**config.mk**
```make
export PLATFORM = sky130hd
export DESIGN_NAME = apb_led_out_flat
export DESIGN_NICKNAME = d
export VERILOG_FILES = /design/src/rtl/apb_led_pkg.sv /design/src/rtl/apb_led_if.sv /design/src/rtl/led_timebase.sv /design/src/rtl/apb_led_out.sv /design/src/flat_wrapper.sv
export SDC_FILE = /design/constraint.sdc
export NUM_CORES = 1
export LEC_CHECK = 0
export ABC_AREA = 1
export CORE_UTILIZATION = 56
export DETAILED_ROUTE_END_ITERATION = 8
export PLACE_DENSITY = 0.78
export SYNTH_ARGS = -nofsm -noshare
export SYNTH_HDL_FRONTEND = slang
export SYNTH_HIERARCHICAL = 1
export SYNTH_SLANG_ARGS = --single-unit
```
**constraint.sdc**
```tcl
create_clock -name PCLK -period 6.55 [get_ports PCLK]
set_clock_uncertainty 0.05 [all_clocks]
set_input_delay 1.31 -clock PCLK [delete_from_list [all_inputs] [get_ports PCLK]]
set_output_delay 1.31 -clock PCLK [all_outputs]
set_load 0.01 [all_outputs]
```
**src/rtl/apb_led_pkg.sv**
```systemverilog
// -----------------------------------------------------------------------------
// apb_led_pkg
// Shared constants for the APB LED output peripheral: bus widths, register
// word offsets (PADDR[11:2]) and the per-channel output mode encodings.
// -----------------------------------------------------------------------------
package apb_led_pkg;

    localparam int APB_AW = 16;
    localparam int APB_DW = 32;

    // Register word index as decoded from PADDR[11:2]
    localparam logic [9:0] OFS_DATA     = 10'd0;
    localparam logic [9:0] OFS_MODE     = 10'd1;
    localparam logic [9:0] OFS_PRESCALE = 10'd2;
    localparam logic [9:0] OFS_DUTY     = 10'd3;
    localparam logic [9:0] OFS_BLINK    = 10'd4;
    localparam logic [9:0] OFS_STATUS   = 10'd5;
    localparam logic [9:0] OFS_INTEN    = 10'd6;
    localparam logic [9:0] OFS_INTSTAT  = 10'd7;

    typedef enum logic [1:0] {
        MODE_STATIC   = 2'b00,
        MODE_PWM      = 2'b01,
        MODE_BLINK    = 2'b10,
        MODE_BLINKPWM = 2'b11
    } led_mode_e;

endpackage

```
**src/rtl/apb_led_if.sv**
```systemverilog
// -----------------------------------------------------------------------------
// apb_led_if
// APB3 bus bundle for the LED output peripheral.
//   slave  : PSEL, PADDR, PENABLE, PWRITE, PWDATA in; PRDATA, PREADY, PSLVERR out
//   master : the mirror image, used by the bus driver
// -----------------------------------------------------------------------------
interface apb_led_if;
    import apb_led_pkg::*;

    logic              PSEL;
    logic [APB_AW-1:0] PADDR;
    logic              PENABLE;
    logic              PWRITE;
    logic [APB_DW-1:0] PWDATA;
    logic [APB_DW-1:0] PRDATA;
    logic              PREADY;
    logic              PSLVERR;

    modport slave (
        input  PSEL, PADDR, PENABLE, PWRITE, PWDATA,
        output PRDATA, PREADY, PSLVERR
    );

    modport master (
        output PSEL, PADDR, PENABLE, PWRITE, PWDATA,
        input  PRDATA, PREADY, PSLVERR
    );

endinterface

```
**src/rtl/led_timebase.sv**
```systemverilog
// -----------------------------------------------------------------------------
// led_timebase
// Shared timebase for all LED channels: prescaler, PWM counter, blink counter
// and blink phase.
//   clk_i, rst_i     : clock, async active-high reset
//   clr_i            : restart all counters (register write to PRESCALE/BLINK)
//   prescale_i       : tick every prescale_i+1 clocks
//   blink_i          : number of extra PWM periods per blink half-period
//   pwm_cnt_o        : current PWM count
//   blink_phase_o    : current blink phase
//   wrap_o           : PWM counter wraps this cycle
//   toggle_o         : blink phase toggles this cycle
// -----------------------------------------------------------------------------
module led_timebase #(
    parameter int PWM_W = 8,
    parameter int PRE_W = 16
) (
    input  logic             clk_i,
    input  logic             rst_i,
    input  logic             clr_i,
    input  logic [PRE_W-1:0] prescale_i,
    input  logic [7:0]       blink_i,
    output logic [PWM_W-1:0] pwm_cnt_o,
    output logic             blink_phase_o,
    output logic             wrap_o,
    output logic             toggle_o
);

    logic [PRE_W-1:0] pre_cnt_q, pre_cnt_d;
    logic [PWM_W-1:0] pwm_cnt_q, pwm_cnt_d;
    logic [7:0]       blink_cnt_q, blink_cnt_d;
    logic             blink_phase_q, blink_phase_d;
    logic             tick;

    assign tick = (pre_cnt_q == prescale_i);

    // A clear in the same cycle suppresses the strobes so that a restart
    // cannot also raise the blink interrupt.
    assign wrap_o   = tick && (pwm_cnt_q == '1) && !clr_i;
    assign toggle_o = wrap_o && (blink_cnt_q == blink_i);

    always_comb begin
        pre_cnt_d     = tick ? '0 : pre_cnt_q + PRE_W'(1);
        pwm_cnt_d     = tick ? pwm_cnt_q + PWM_W'(1) : pwm_cnt_q;
        blink_cnt_d   = blink_cnt_q;
        blink_phase_d = blink_phase_q;
        if (wrap_o) begin
            if (toggle_o) begin
                blink_cnt_d   = '0;
                blink_phase_d = ~blink_phase_q;
            end else begin
                blink_cnt_d   = blink_cnt_q + 8'd1;
            end
        end
        if (clr_i) begin
            pre_cnt_d     = '0;
            pwm_cnt_d     = '0;
            blink_cnt_d   = '0;
            blink_phase_d = 1'b0;
        end
    end

    always_ff @(posedge clk_i or posedge rst_i) begin
        if (rst_i) begin
            pre_cnt_q     <= '0;
            pwm_cnt_q     <= '0;
            blink_cnt_q   <= '0;
            blink_phase_q <= 1'b0;
        end else begin
            pre_cnt_q     <= pre_cnt_d;
            pwm_cnt_q     <= pwm_cnt_d;
            blink_cnt_q   <= blink_cnt_d;
            blink_phase_q <= blink_phase_d;
        end
    end

    assign pwm_cnt_o     = pwm_cnt_q;
    assign blink_phase_o = blink_phase_q;

endmodule

```
**src/rtl/apb_led_out.sv**
```systemverilog
// -----------------------------------------------------------------------------
// apb_led_out
// APB3 slave driving NCH LED / indicator pins. Each channel selects static
// level, PWM dimming, blink, or blinking PWM from one shared timebase.
//   PCLK, PRESET : clock, async active-high reset
//   bus          : APB3 slave port (writes in setup phase, PREADY=1, PSLVERR=0)
//   PORTOUT      : registered channel outputs
//   BLINKINT     : level interrupt, INTSTAT[0] & INTEN[0]
// Registers (word offset): DATA, MODE, PRESCALE, DUTY, BLINK, STATUS(R),
// INTEN, INTSTAT(R/W1C).
// -----------------------------------------------------------------------------
module apb_led_out
    import apb_led_pkg::*;
#(
    parameter int NCH   = 4,
    parameter int PWM_W = 8,
    parameter int PRE_W = 16
) (
    input  logic           PCLK,
    input  logic           PRESET,
    apb_led_if.slave       bus,
    output logic [NCH-1:0] PORTOUT,
    output logic           BLINKINT
);

    localparam int DUTY_W = PWM_W * NCH;

    logic [NCH-1:0]    data_q, data_d;
    logic [2*NCH-1:0]  mode_q, mode_d;
    logic [PRE_W-1:0]  prescale_q, prescale_d;
    logic [DUTY_W-1:0] duty_q, duty_d;
    logic [7:0]        blink_q, blink_d;
    logic              inten_q, inten_d;
    logic              intstat_q, intstat_d;
    logic [NCH-1:0]    portout_q, portout_d;
    logic [APB_DW-1:0] rdata_q, rdata_d;

    logic [9:0]        word;
    logic              wr_stb, rd_stb, tb_clr;
    logic [PWM_W-1:0]  pwm_cnt;
    logic              blink_phase, wrap, toggle;

    assign word   = bus.PADDR[11:2];
    assign wr_stb = bus.PSEL && !bus.PENABLE && bus.PWRITE;
    assign rd_stb = bus.PSEL && !bus.PENABLE && !bus.PWRITE;
    assign tb_clr = wr_stb && ((word == OFS_PRESCALE) || (word == OFS_BLINK));

    led_timebase #(
        .PWM_W (PWM_W),
        .PRE_W (PRE_W)
    ) u_timebase (
        .clk_i         (PCLK),
        .rst_i         (PRESET),
        .clr_i         (tb_clr),
        .prescale_i    (prescale_q),
        .blink_i       (blink_q),
        .pwm_cnt_o     (pwm_cnt),
        .blink_phase_o (blink_phase),
        .wrap_o        (wrap),
        .toggle_o      (toggle)
    );

    // Register file next state
    always_comb begin
        data_d     = data_q;
        mode_d     = mode_q;
        prescale_d = prescale_q;
        duty_d     = duty_q;
        blink_d    = blink_q;
        inten_d    = inten_q;
        if (wr_stb) begin
            case (word)
                OFS_DATA:     data_d     = bus.PWDATA[NCH-1:0];
                OFS_MODE:     mode_d     = bus.PWDATA[2*NCH-1:0];
                OFS_PRESCALE: prescale_d = bus.PWDATA[PRE_W-1:0];
                OFS_DUTY:     duty_d     = bus.PWDATA[DUTY_W-1:0];
                OFS_BLINK:    blink_d    = bus.PWDATA[7:0];
                OFS_INTEN:    inten_d    = bus.PWDATA[0];
                default:      ;
            endcase
        end
        // Set from a blink toggle has priority over a same-cycle W1C
        intstat_d = intstat_q;
        if (wr_stb && (word == OFS_INTSTAT) && bus.PWDATA[0]) begin
            intstat_d = 1'b0;
        end
        if (toggle) begin
            intstat_d = 1'b1;
        end
    end

    // Per-channel output select
    for (genvar c = 0; c < NCH; c++) begin : g_ch
        logic [PWM_W-1:0] duty_c;
        logic [1:0]       mode_c;
        logic             pwm_c;
        logic             out_c;

        assign duty_c = duty_q[c*PWM_W +: PWM_W];
        assign mode_c = mode_q[2*c +: 2];
        // Max duty is forced high so the full scale is a steady on level
        assign pwm_c  = (pwm_cnt < duty_c) || (duty_c == '1);

        always_comb begin
            out_c = 1'b0;
            case (mode_c)
                MODE_STATIC:   out_c = data_q[c];
                MODE_PWM:      out_c = pwm_c;
                MODE_BLINK:    out_c = data_q[c] & blink_phase;
                MODE_BLINKPWM: out_c = pwm_c & blink_phase;
                default:       out_c = 1'b0;
            endcase
        end

        assign portout_d[c] = out_c;
    end

    // Read data is captured in the setup phase and held for the access phase
    always_comb begin
        rdata_d = rdata_q;
        if (rd_stb) begin
            rdata_d = '0;
            case (word)
                OFS_DATA:     rdata_d[NCH-1:0]    = data_q;
                OFS_MODE:     rdata_d[2*NCH-1:0]  = mode_q;
                OFS_PRESCALE: rdata_d[PRE_W-1:0]  = prescale_q;
                OFS_DUTY:     rdata_d[DUTY_W-1:0] = duty_q;
                OFS_BLINK:    rdata_d[7:0]        = blink_q;
                OFS_STATUS:   rdata_d[NCH-1:0]    = portout_q;
                OFS_INTEN:    rdata_d[0]          = inten_q;
                OFS_INTSTAT:  rdata_d[0]          = intstat_q;
                default:      ;
            endcase
        end
    end

    always_ff @(posedge PCLK or posedge PRESET) begin
        if (PRESET) begin
            data_q     <= '0;
            mode_q     <= '0;
            prescale_q <= '0;
            duty_q     <= '0;
            blink_q    <= '0;
            inten_q    <= 1'b0;
            intstat_q  <= 1'b0;
            portout_q  <= '0;
            rdata_q    <= '0;
        end else begin
            data_q     <= data_d;
            mode_q     <= mode_d;
            prescale_q <= prescale_d;
            duty_q     <= duty_d;
            blink_q    <= blink_d;
            inten_q    <= inten_d;
            intstat_q  <= intstat_d;
            portout_q  <= portout_d;
            rdata_q    <= rdata_d;
        end
    end

    assign bus.PRDATA  = (bus.PSEL && !bus.PWRITE) ? rdata_q : '0;
    assign bus.PREADY  = 1'b1;
    assign bus.PSLVERR = 1'b0;
    assign PORTOUT     = portout_q;
    assign BLINKINT    = intstat_q & inten_q;

    // Address bits outside [11:2], write data above each field and the wrap
    // strobe are intentionally not used.
    logic unused_ok;
    assign unused_ok = ^{bus.PADDR[APB_AW-1:12], bus.PADDR[1:0], bus.PWDATA, wrap};

endmodule

```
**src/flat_wrapper.sv**
```systemverilog
// flat-port wrapper written by rule: the top's interface ports become plain ports
module apb_led_out_flat import apb_led_pkg::*;
#(
    parameter int NCH   = 4,
    parameter int PWM_W = 8,
    parameter int PRE_W = 16
)
  (PCLK, PRESET, PORTOUT, BLINKINT, bus_PSEL, bus_PADDR, bus_PENABLE, bus_PWRITE, bus_PWDATA, bus_PRDATA, bus_PREADY, bus_PSLVERR);
  apb_led_if bus_i ();
  input  logic PCLK;
  input  logic PRESET;
  output logic [NCH-1:0] PORTOUT;
  output logic BLINKINT;
  input wire logic [$bits(bus_i.PSEL)-1:0] bus_PSEL;
  input wire logic [$bits(bus_i.PADDR)-1:0] bus_PADDR;
  input wire logic [$bits(bus_i.PENABLE)-1:0] bus_PENABLE;
  input wire logic [$bits(bus_i.PWRITE)-1:0] bus_PWRITE;
  input wire logic [$bits(bus_i.PWDATA)-1:0] bus_PWDATA;
  output wire logic [$bits(bus_i.PRDATA)-1:0] bus_PRDATA;
  output wire logic [$bits(bus_i.PREADY)-1:0] bus_PREADY;
  output wire logic [$bits(bus_i.PSLVERR)-1:0] bus_PSLVERR;
  assign bus_i.PSEL = bus_PSEL;
  assign bus_i.PADDR = bus_PADDR;
  assign bus_i.PENABLE = bus_PENABLE;
  assign bus_i.PWRITE = bus_PWRITE;
  assign bus_i.PWDATA = bus_PWDATA;
  assign bus_PRDATA = bus_i.PRDATA;
  assign bus_PREADY = bus_i.PREADY;
  assign bus_PSLVERR = bus_i.PSLVERR;
  apb_led_out #(.NCH(NCH), .PWM_W(PWM_W), .PRE_W(PRE_W)) u_core (.PCLK(PCLK), .PRESET(PRESET), .bus(bus_i), .PORTOUT(PORTOUT), .BLINKINT(BLINKINT));
endmodule
```
* Word-level counts from Yosys, hierarchy flattened
Index checks and enable logic that the tools add are counted.
** Operators by class
- Add/subtract/negate cells :: 3
- $mul :: 0
- Div/mod/pow operators :: 0
- Order comparisons :: 4
- Equality and inequality tests :: 26
- Shifts and indexed selects :: 0
- Muxes and demuxes :: 22
- Bitwise logic cells :: 10
- Reduce and logical (&&, ||, !) cells :: 34
** Operators with widths (count)
- 16-bit 2-to-1 mux :: 3
- 10-bit by 3-bit == test with 1-bit output (second input constant) :: 4
- 8-bit == test (second input constant) :: 5
- 8-bit 2-to-1 mux :: 5
- 8-bit < comparator :: 4
- 32-bit 2-to-1 mux :: 1
- 10-bit by 2-bit == test with 1-bit output (second input constant) :: 2
- 3-bit one-hot mux with 6 select lines :: 1
- 16-bit by 1-bit adder with 16-bit output (second input constant) :: 1
- 8-bit by 1-bit adder with 8-bit output (second input constant) :: 2
- 16-bit == test :: 1
- 2-bit == test (second input constant) :: 8
- 1-bit one-hot mux with 4 select lines :: 4
- 4-bit one-hot mux with 4 select lines :: 1
- 8-bit one-hot mux with 2 select lines :: 1
- 2-bit AND reduction :: 7
- 10-bit by 1-bit == test with 1-bit output (second input constant) :: 1
- 1-bit logical AND :: 10
- 10-bit zero test :: 1
- 1-bit AND :: 9
- 2-bit by 1-bit == test with 1-bit output (second input constant) :: 4
- 8-bit == test :: 1
- 2-bit zero test :: 4
- 1-bit one-hot mux with 8 select lines :: 1
- other kinds (5) :: 18
** Word-level totals
- Register bits :: 139
- Bits in latches :: 0
- RAM bits :: 0
- ROM bits :: 0
- Input port bits :: 53
- Output and inout bits :: 39
- Word-level logic and storage cells :: 112
- Memories :: 0

* Logic depth before layout (Yosys ltp)
Gate-level depths: netlist of run 1.
- Depth after elaboration :: 10
- Depth in mapped cells :: 14
- Mapped depth without buffers :: 12

* Cells and area by module
Netlist of run 1, hierarchy kept.
** By module, submodules not included
- apb_led_out :: times used 1, cells an instance 719, area each 5667.9 um2, sequential area each 2652.5 um2
- led_timebase :: times used 1, cells an instance 354, area each 2326.0 um2, sequential area each 825.8 um2

* Least setup slack after synthesis of run 1
No wires, ideal clock.
- Path kind :: input -> output
- Start point :: input bus_PSEL
- End point :: output bus_PRDATA[10]
- Data arrival time :: 1866 ps
- Required time :: 5190 ps
- Setup slack :: 3324 ps
- Cell stages on the path :: 5
- Path buffers :: 1
- Cells stage by stage :: inv_1 -> nor2_1 -> inv_2 -> clkbuf_1 -> nor2_1
** On the way
- Cells in the longest elaborated chain, start to end :: 2
** RTL lines
- start: declaration :: line flat_wrapper.sv:14 : input wire logic [$bits(bus_i.PSEL)-1:0] bus_PSEL;
- 1-bit logical AND :: line apb_led_out.sv:161 : assign bus.PRDATA = (bus.PSEL && !bus.PWRITE) ? rdata_q : '0;
- 32-bit 2-to-1 mux :: line apb_led_out.sv:161
- end: declaration :: line flat_wrapper.sv:19 : output wire logic [$bits(bus_i.PRDATA)-1:0] bus_PRDATA;
No other way between the ends.

* Worst setup path after layout of run 1
- Start point :: input bus_PSEL
- End point :: output bus_PRDATA[8]
Same word-level chain as after synthesis.

==> results.sh, run 1 <==
export IMPL_postCtsSetupRepairBufs=0
export IMPL_syn_area_per_cell_um2=7.45
export IMPL_cts_buffer_depth=2
export IMPL_syn_num_nets=1156
export IMPL_slew_violations=0
export IMPL_ctsHoldBuffers=0
export IMPL_yosys_warnings=6
export IMPL_num_rows=43
export IMPL_crit_path_start_kind="input pin"
export IMPL_cp_end_kind="primary output"
export IMPL_track_usage=0.269
export IMPL_final_util=0.687
export IMPL_wl_um=18900
export IMPL_rsz0062_at_grt="no"
export IMPL_antenna_found_initial=0
export IMPL_final_cells=1336
export IMPL_required_ns=5.19
export IMPL_nNetsFinal=1227
export IMPL_area_growth_pct=19.3
export IMPL_tns_ns=0
export IMPL_dp_cells=1304
export IMPL_routabilityCongestion=0.907
export IMPL_fmax_ghz=0.230
export IMPL_syn_inst=1072
export IMPL_cpPeakStageDelay_ns=0.57
export IMPL_vias_per_cell=5.33
export IMPL_wl_per_cell_um=14.1
export IMPL_fill_cells=1141
export IMPL_mostFrequentLayoutCells="nand2_1, inv_1, dfrtp_1, nand3_1, nor2_1"
export IMPL_via_count=7122
export IMPL_port_buffers=83
export IMPL_critPathKind="in -> out"
export IMPL_gr_usage_met3=0.0512
export IMPL_layout_commonest_cell="nand2_1"
export IMPL_power_density_nw_per_um2=267
export IMPL_hold_class="reg -> reg"
export IMPL_die_area_um2=14800
export IMPL_htreeDepth=4
export IMPL_grt_max_degree=61
export IMPL_firstDrtPassIters=5
export IMPL_status="completed"
export IMPL_cts_made_buffers=17
export IMPL_cts_tree="done"
export IMPL_arrival_ns=2.99
export IMPL_clock_latency_ns=0.42
export IMPL_hold_slack_ns=0.428
export IMPL_gr_usage_met2=0.442
export IMPL_clock_sinks=139
export IMPL_dr_first_iter_drc_count=548
export IMPL_pin_count=92
export IMPL_die_h_um=121
export IMPL_num_antenna_cells=0
export IMPL_antenna_left=0
export IMPL_slew_headroom=0.240
export IMPL_worst_slew_pin_slew_ns=1.14
export IMPL_p_leak_nw=4.52
export IMPL_fp_dieW_um=121
export IMPL_start_util=0.576
export IMPL_crit_chain="clkdlybuf4s50_1 -> inv_1 -> nor2_1 -> inv_2 -> nor2_1 -> clkdlybuf4s50_1"
export IMPL_post_cts_resized=0
export IMPL_post_dp_hpwl_um=13100
export IMPL_grt_pass1_wl_um=30600
export IMPL_drive_gt1_frac=0.0692
export IMPL_cts_root_buf="clkbuf_16"
export IMPL_gr_total_overflow=0
export IMPL_syn_area_um2=7990
export IMPL_coreArea_um2=13900
export IMPL_grt_met1_usage=0.354
export IMPL_period_share=0.664
export IMPL_finalSetupViolCount=0
export IMPL_slowest_stage="clkdlybuf4s50_1"
export IMPL_period_minus_slack_ns=4.35
export IMPL_grt_pass1_vias=6474
export IMPL_clkSlewWorstSetupHoldPaths_ns=0.05
export IMPL_route_detailed_drc=0
export IMPL_drv_cap=0
export IMPL_busiest_layer="met2"
export IMPL_max_vdd_ir_drop_uv=176
export IMPL_hold_viol=0
export IMPL_path_max_fanout=33
==> routing by layer <==
metal | share of wire | wire, um
met1 | 0.45 | 8450
met4 | 0.019 | 365
met3 | 0.058 | 1100
met2 | 0.48 | 8980
met5 | 0 | 0
==> per-stage QoR <==
stage | worst slack (ns) | cell area [um2] | power [W]
6_report | 2.20 | 9530 | 0.00255
5_1_grt | 2.10 | 9530 | 0.00267
4_1_cts | 2.21 | 9530 | 0.00256
3_5_place_dp | 2.11 | 8870 | 0.00149
3_3_place_gp | 2.11 | 8870 | 0.00147
2_1_floorplan | 2.40 | 7990 | 0.00135
==> worst max-delay path: cells and delay by family <==
kind,cells,cell delay [ns]
buffers and inverters,4,1.32
AND/OR/NAND/NOR,2,0.35
==> sequential cells by signal, indices dropped and copies added (netlist names) <==
| name | count |
|---|---|
| u_core/duty_q | 32 |
| u_core/rdata_q | 32 |
| u_core/prescale_q | 16 |
| u_core/u_timebase/pre_cnt_q | 16 |
| u_core/blink_q | 8 |
| u_core/mode_q | 8 |
| u_core/u_timebase/blink_cnt_q | 8 |
| u_core/u_timebase/pwm_cnt_o | 8 |
| u_core/PORTOUT | 4 |
| u_core/data_q | 4 |
| u_core/inten_q | 1 |
| u_core/intstat_q | 1 |
| u_core/u_timebase/blink_phase_o | 1 |
==> where the power goes <==
group	internal [W]	leakage [nW]	switching (W)	total (W)
clock	0.000706	0.317	0.000356	0.00106
sequential	0.000901	1.90	0.0000856	0.000987
combinational	0.000203	2.31	0.000296	0.000499
==> path summary, 6_finish.rpt <==
kind                                                                  from                                           end  slack (ns)  depth (start not counted)
worst min register to register               u_core/rdata_q[0]$_DFFE_PP0P_                 u_core/rdata_q[0]$_DFFE_PP0P_        0.43                          2
max in group asynchronous                                           PRESET                 u_core/rdata_q[5]$_DFFE_PP0P_        4.00                          3
min in group asynchronous                                           PRESET                 u_core/duty_q[13]$_DFFE_PP0P_        1.28                          2
worst max-delay path                                              bus_PSEL                                 bus_PRDATA[8]        2.20                          6
worst max register to register  u_core/u_timebase/pwm_cnt_o[1]$_DFFE_PP0P_  u_core/u_timebase/blink_cnt_q[1]$_DFFE_PP0P_        4.78                          8
worst min-delay path                         u_core/rdata_q[0]$_DFFE_PP0P_                 u_core/rdata_q[0]$_DFFE_PP0P_        0.43                          2
==> final cells by class <==
class | instances | area [um2] | area share
inverter | 179 | 687 | 0.0720
tap | 180 | 225 | 0.0236
timing repair buffer | 88 | 868 | 0.0911
sequential | 139 | 3480 | 0.365
multi-input combinational | 718 | 3610 | 0.379
clock buffer | 22 | 474 | 0.0497
clock inverter | 10 | 188 | 0.0197
Power figures use the tool's default switching activity.
==> inputs of run 2 (changes only) <==
--- a/config.mk
+++ b/config.mk
@@ -6,9 +6,9 @@
 export NUM_CORES = 1
 export LEC_CHECK = 0
 export ABC_AREA = 1
-export CORE_UTILIZATION = 56
+export CORE_UTILIZATION = 51
 export DETAILED_ROUTE_END_ITERATION = 8
-export PLACE_DENSITY = 0.78
+export PLACE_DENSITY = 0.75
 export SYNTH_ARGS = -nofsm -noshare
 export SYNTH_HDL_FRONTEND = slang
 export SYNTH_HIERARCHICAL = 1
==> constraint.sdc (replaced) <==
create_clock -name PCLK -period 4 [get_ports PCLK]
set_clock_uncertainty 0.05 [all_clocks]
set_input_delay 0.8 -clock PCLK [delete_from_list [all_inputs] [get_ports PCLK]]
set_output_delay 0.8 -clock PCLK [all_outputs]
set_load 0.01 [all_outputs]
==> results.sh, run 2 (synthesis results as in run 1) <==
export IMPL_worst_slew_pin_slew_ns=0.913
export IMPL_layout_commonest_cell="nand2_1"
export IMPL_cts_root_buf="clkbuf_16"
export IMPL_crit_chain="clkdlybuf4s50_1 -> inv_1 -> nor2_1 -> inv_2 -> nor2_1 -> clkdlybuf4s50_1"
export IMPL_post_cts_resized=0
export IMPL_port_buffers=83
export IMPL_pin_count=92
export IMPL_htreeDepth=4
export IMPL_cts_tree="done"
export IMPL_num_antenna_cells=0
export IMPL_reg_top3="u_core/duty_q: 32 flops, u_core/rdata_q: 32 flops"
export IMPL_hold_viol=0
export IMPL_clock_latency_ns=0.43
export IMPL_vias_per_cell=5.18
export IMPL_p_leak_nw=4.56
export IMPL_wl_um=19300
export IMPL_ctsHoldBuffers=0
export IMPL_period_share=0.810
export IMPL_antenna_found_initial=0
export IMPL_required_ns=3.15
export IMPL_slew_headroom=0.391
export IMPL_post_dp_hpwl_um=13600
export IMPL_p_int_w=0.00296
export IMPL_track_usage=0.256
export IMPL_max_vdd_ir_drop_uv=350
export IMPL_grt_pass1_wl_um=32200
export IMPL_num_rows=45
export IMPL_p_total_w=0.00417
export IMPL_p_sw_w=0.00121
export IMPL_routabilityCongestion=0.952
export IMPL_cp_end_kind="primary output"
export IMPL_hold_class="reg -> reg"
export IMPL_die_area_um2=16200
export IMPL_period_minus_slack_ns=3.24
export IMPL_clockPowerShare=0.419
export IMPL_cts_buffer_depth=2
export IMPL_slowest_stage="clkdlybuf4s50_1"
export IMPL_drive_gt1_frac=0.0749
export IMPL_via_count=7106
export IMPL_path_max_fanout=33
export IMPL_hold_slack_ns=0.430
export IMPL_swShare=0.290
export IMPL_fp_dieW_um=127
export IMPL_critPathKind="in -> out"
export IMPL_power_frac_seq=0.385
export IMPL_whs_path_depth=2
export IMPL_coreArea_um2=15300
export IMPL_antenna_left=0
export IMPL_route_detailed_drc=0
export IMPL_grt_pass1_vias=6512
export IMPL_start_util=0.524
export IMPL_r2r_cells=8
export IMPL_rsz0062_at_grt="no"
export IMPL_fmax_ghz=0.309
export IMPL_cts_made_buffers=17
export IMPL_dr_first_iter_drc_count=587
export IMPL_grt_max_degree=72
export IMPL_area_growth_pct=20.5
export IMPL_postCtsSetupRepairBufs=0
export IMPL_nNetsFinal=1233
export IMPL_finalSetupViolCount=0
export IMPL_gr_total_overflow=0
export IMPL_tns_ns=0
export IMPL_die_h_um=127
export IMPL_mostFrequentLayoutCells="nand2_1, inv_1, dfrtp_1, nand3_1, nor2_1"
export IMPL_arrival_ns=2.39
export IMPL_clkSlewWorstSetupHoldPaths_ns=0.05
export IMPL_wl_per_cell_um=14.0
export IMPL_crit_path_start_kind="input pin"
export IMPL_slew_violations=0
export IMPL_cpPeakStageDelay_ns=0.56
export IMPL_firstDrtPassIters=6
export IMPL_power_density_nw_per_um2=433
export IMPL_status="completed"
export IMPL_drv_cap=0
export IMPL_clock_sinks=139
export IMPL_power_frac_comb=0.196
run 2: cell types whose count changed in the layout (fill, tap and decap cells not counted), sizes merged:
cell	delta
clkinvlp	+1
buf	+6
clkbuf	-2
run 2: worst max-delay path: cells and delay by family:
kind / cells / cell delay (ns)
AND/OR/NAND/NOR: 2 / 0.29
buffers and inverters: 4 / 1.29
run 2: final timing paths:
| path | end | from | slack, ns |
|---|---|---|---|
| worst max-delay path | bus_PRDATA[10] | bus_PSEL | 0.76 |
| worst min-delay path | u_core/rdata_q[4]$_DFFE_PP0P_ | u_core/rdata_q[4]$_DFFE_PP0P_ | 0.43 |
| worst max register to register | u_core/u_timebase/blink_cnt_q[3]$_DFFE_PP0P_ | u_core/u_timebase/pwm_cnt_o[1]$_DFFE_PP0P_ | 2.15 |
| worst min register to register | u_core/rdata_q[4]$_DFFE_PP0P_ | u_core/rdata_q[4]$_DFFE_PP0P_ | 0.43 |
| max in group asynchronous | u_core/rdata_q[2]$_DFFE_PP0P_ | PRESET | 2.18 |
| min in group asynchronous | u_core/u_timebase/pre_cnt_q[14]$_DFF_PP0_ | PRESET | 0.82 |
run 2: through the flow:
step                 util  setup WS, ns  instance area, um2  instances
finish              0.631         0.759                9630       1372
global placement    0.588         0.455                8970       1341
detailed placement  0.588         0.412                8970       1341
floorplan               -         0.361                7990       1072
CTS                 0.631         0.752                9630       1372
global route        0.631         0.576                9630       1372
run 2: routing by layer:
layer,share of wire,vias to the layer above,track usage
li1,-,3541,-
met1,0.44,3296,0.340
met2,0.48,227,0.412
met3,0.058,42,0.0482
met4,0.027,0,0.109
met5,0,-,0
run 2: cell type report:
cell class,instances,area (um2)
timing repair buffer,94,926
tap,211,264
inverter,179,687
clock inverter,11,191
fill,1329,5630
multi-input combinational,718,3610
sequential,139,3480
clock buffer,20,467
run 2: power groups by stage:
stage	clock network [W]	registers, W	logic, W
after floorplan	0	0.00158	0.000641
after global placement	0	0.00163	0.000778
after detailed placement	0	0.00163	0.000808
after CTS	0.00176	0.00161	0.000823
after global routing	0.00184	0.00162	0.000944
final	0.00175	0.00161	0.000819
==> inputs of run 3 (changes only) <==
==> constraint.sdc (replaced) <==
create_clock -name PCLK -period 2.8 [get_ports PCLK]
set_clock_uncertainty 0.05 [all_clocks]
set_input_delay 0.56 -clock PCLK [delete_from_list [all_inputs] [get_ports PCLK]]
set_output_delay 0.56 -clock PCLK [all_outputs]
set_load 0.01 [all_outputs]
==> results.sh, run 3 (synthesis results as in run 1) <==
export IMPL_status="completed"
export IMPL_rsz0062_at_grt="no"
export IMPL_routabilityCongestion=0.973
export IMPL_postCtsSetupRepairBufs=0
export IMPL_gr_total_overflow=0
export IMPL_num_rows=45
export IMPL_r2r_cells=8
export IMPL_mostFrequentLayoutCells="nand2_1, inv_1, dfrtp_1, nand3_1, nor2_1"
export IMPL_hold_path_startpoint="u_core/rdata_q[0]$_DFFE_PP0P_"
export IMPL_post_cts_resized=0
export IMPL_critPathKind="in -> out"
export IMPL_grt_pass1_wl_um=31800
export IMPL_clkSlewWorstSetupHoldPaths_ns=0.06
export IMPL_hold_class="reg -> reg"
export IMPL_reg_top3="u_core/duty_q: 32 flops, u_core/rdata_q: 32 flops"
export IMPL_grt_max_degree=46
export IMPL_worst_slew_pin_slew_ns=0.635
export IMPL_r2r_slack_ns=0.99
export IMPL_firstDrtPassIters=7
export IMPL_post_dp_hpwl_um=14000
export IMPL_clock_latency_ns=0.43
export IMPL_r2r_start="u_core/u_timebase/pwm_cnt_o[1]$_DFFE_PP0P_"
export IMPL_whs_path_depth=2
export IMPL_cp_end_kind="primary output"
export IMPL_p_leak_nw=4.62
export IMPL_dp_cells=1350
export IMPL_hold_viol=0
export IMPL_antenna_found_initial=0
export IMPL_nNetsFinal=1242
export IMPL_cts_tree="done"
export IMPL_die_h_um=127
export IMPL_slew_headroom=0.576
export IMPL_die_area_um2=16200
export IMPL_path_max_fanout=33
export IMPL_final_cells=1382
export IMPL_period_minus_slack_ns=2.70
export IMPL_crit_path_start_kind="input pin"
export IMPL_tns_ns=0
export IMPL_layout_commonest_cell="nand2_1"
export IMPL_arrival_ns=2.09
export IMPL_vias_per_cell=5.25
export IMPL_finalSetupViolCount=0
export IMPL_start_util=0.524
export IMPL_fp_dieW_um=127
export IMPL_area_growth_pct=22.0
export IMPL_pin_count=92
export IMPL_hold_path_endpoint="u_core/rdata_q[0]$_DFFE_PP0P_"
export IMPL_num_antenna_cells=0
export IMPL_wl_um=19300
export IMPL_grt_pass1_vias=6487
export IMPL_drive_gt1_frac=0.0811
export IMPL_max_vdd_ir_drop_uv=516
export IMPL_period_share=0.963
export IMPL_cts_made_buffers=17
export IMPL_clock_sinks=139
export IMPL_port_buffers=83
export IMPL_reg2reg_to="u_core/u_timebase/blink_cnt_q[3]$_DFFE_PP0P_"
export IMPL_slew_violations=0
export IMPL_htreeDepth=4
export IMPL_via_count=7252
export IMPL_wl_per_cell_um=14.0
export IMPL_dr_first_iter_drc_count=552
export IMPL_coreArea_um2=15300
export IMPL_fmax_ghz=0.371
export IMPL_track_usage=0.253
export IMPL_ctsHoldBuffers=0
export IMPL_power_density_nw_per_um2=628
export IMPL_cts_buffer_depth=2
export IMPL_route_detailed_drc=0
export IMPL_drv_cap=0
export IMPL_antenna_left=0
export IMPL_required_ns=2.19
export IMPL_cts_root_buf="clkbuf_16"
[run 3: cell types whose count changed in the layout (fill, tap and decap cells not counted)]
cell,before,now
buf_12,1,2
clkbuf_1,0,2
inv_2,10,9
clkinv_2,2,1
buf_4,10,18
bufinv_16,5,7
clkbuf_8,3,2
[run 3: stage by stage]
stage | power, W | hold WS, ns | instance area [um2] | util | worst slack (ns)
2_1_floorplan | 0.00317 | 0.399 | 7990 | - | 0.698
3_3_place_gp | 0.00344 | 0.416 | 9050 | 0.593 | 0.0884
3_5_place_dp | 0.00350 | 0.415 | 9050 | 0.593 | 0.0524
4_1_cts | 0.00616 | 0.431 | 9750 | 0.639 | 0.0508
5_1_grt | 0.00646 | 0.455 | 9750 | 0.639 | 0.00931
6_report | 0.00612 | 0.427 | 9750 | 0.639 | 0.103
[run 3: layout make-up]
class	instances	area [um2]
Clock buffer	21	460
Clock inverter	11	239
Fill cell	1299	5510
Inverter	179	691
Multi-Input combinational cell	718	3610
Sequential cell	139	3480
Tap cell	211	264
Timing Repair Buffer	103	1010
[run 3: worst max-delay path: stages]
cell and delay [ns]:
clkdlybuf4s50_1 0.47, inv_1 0.04, nor2_1 0.16, inv_4 0.16, nor2_1 0.14, clkdlybuf4s50_1 0.55
[run 3: metal layers]
| metal | vias up | global-route usage | routed length (um) |
|---|---|---|---|
| met5 | - | 0 | 0 |
| met4 | 0 | 0.0721 | 335 |
| li1 | 3560 | - | - |
| met3 | 34 | 0.0523 | 1190 |
| met2 | 261 | 0.415 | 9180 |
| met1 | 3397 | 0.339 | 8640 |
[run 3: how the worst max path moves through the flow]
stage                 start                                   endpoint  slack, ns  depth (start not counted)
4_1_cts            bus_PSEL                             bus_PRDATA[27]       0.05                          6
3_5_place_dp       bus_PSEL                             bus_PRDATA[27]       0.05                          6
2_1_floorplan  bus_PADDR[7]  u_core/u_timebase/pre_cnt_q[10]$_DFF_PP0_       0.70                         14
5_1_grt            bus_PSEL                             bus_PRDATA[11]      0.009                          6
6_report           bus_PSEL                             bus_PRDATA[27]       0.10                          6
3_3_place_gp       bus_PSEL                             bus_PRDATA[12]       0.09                          6
[run 3: where the power goes]
group	switching, W	internal, W	total (W)
logic	0.000687	0.000484	0.00117
registers	0.000189	0.00211	0.00230
clock network	0.000849	0.00181	0.00266
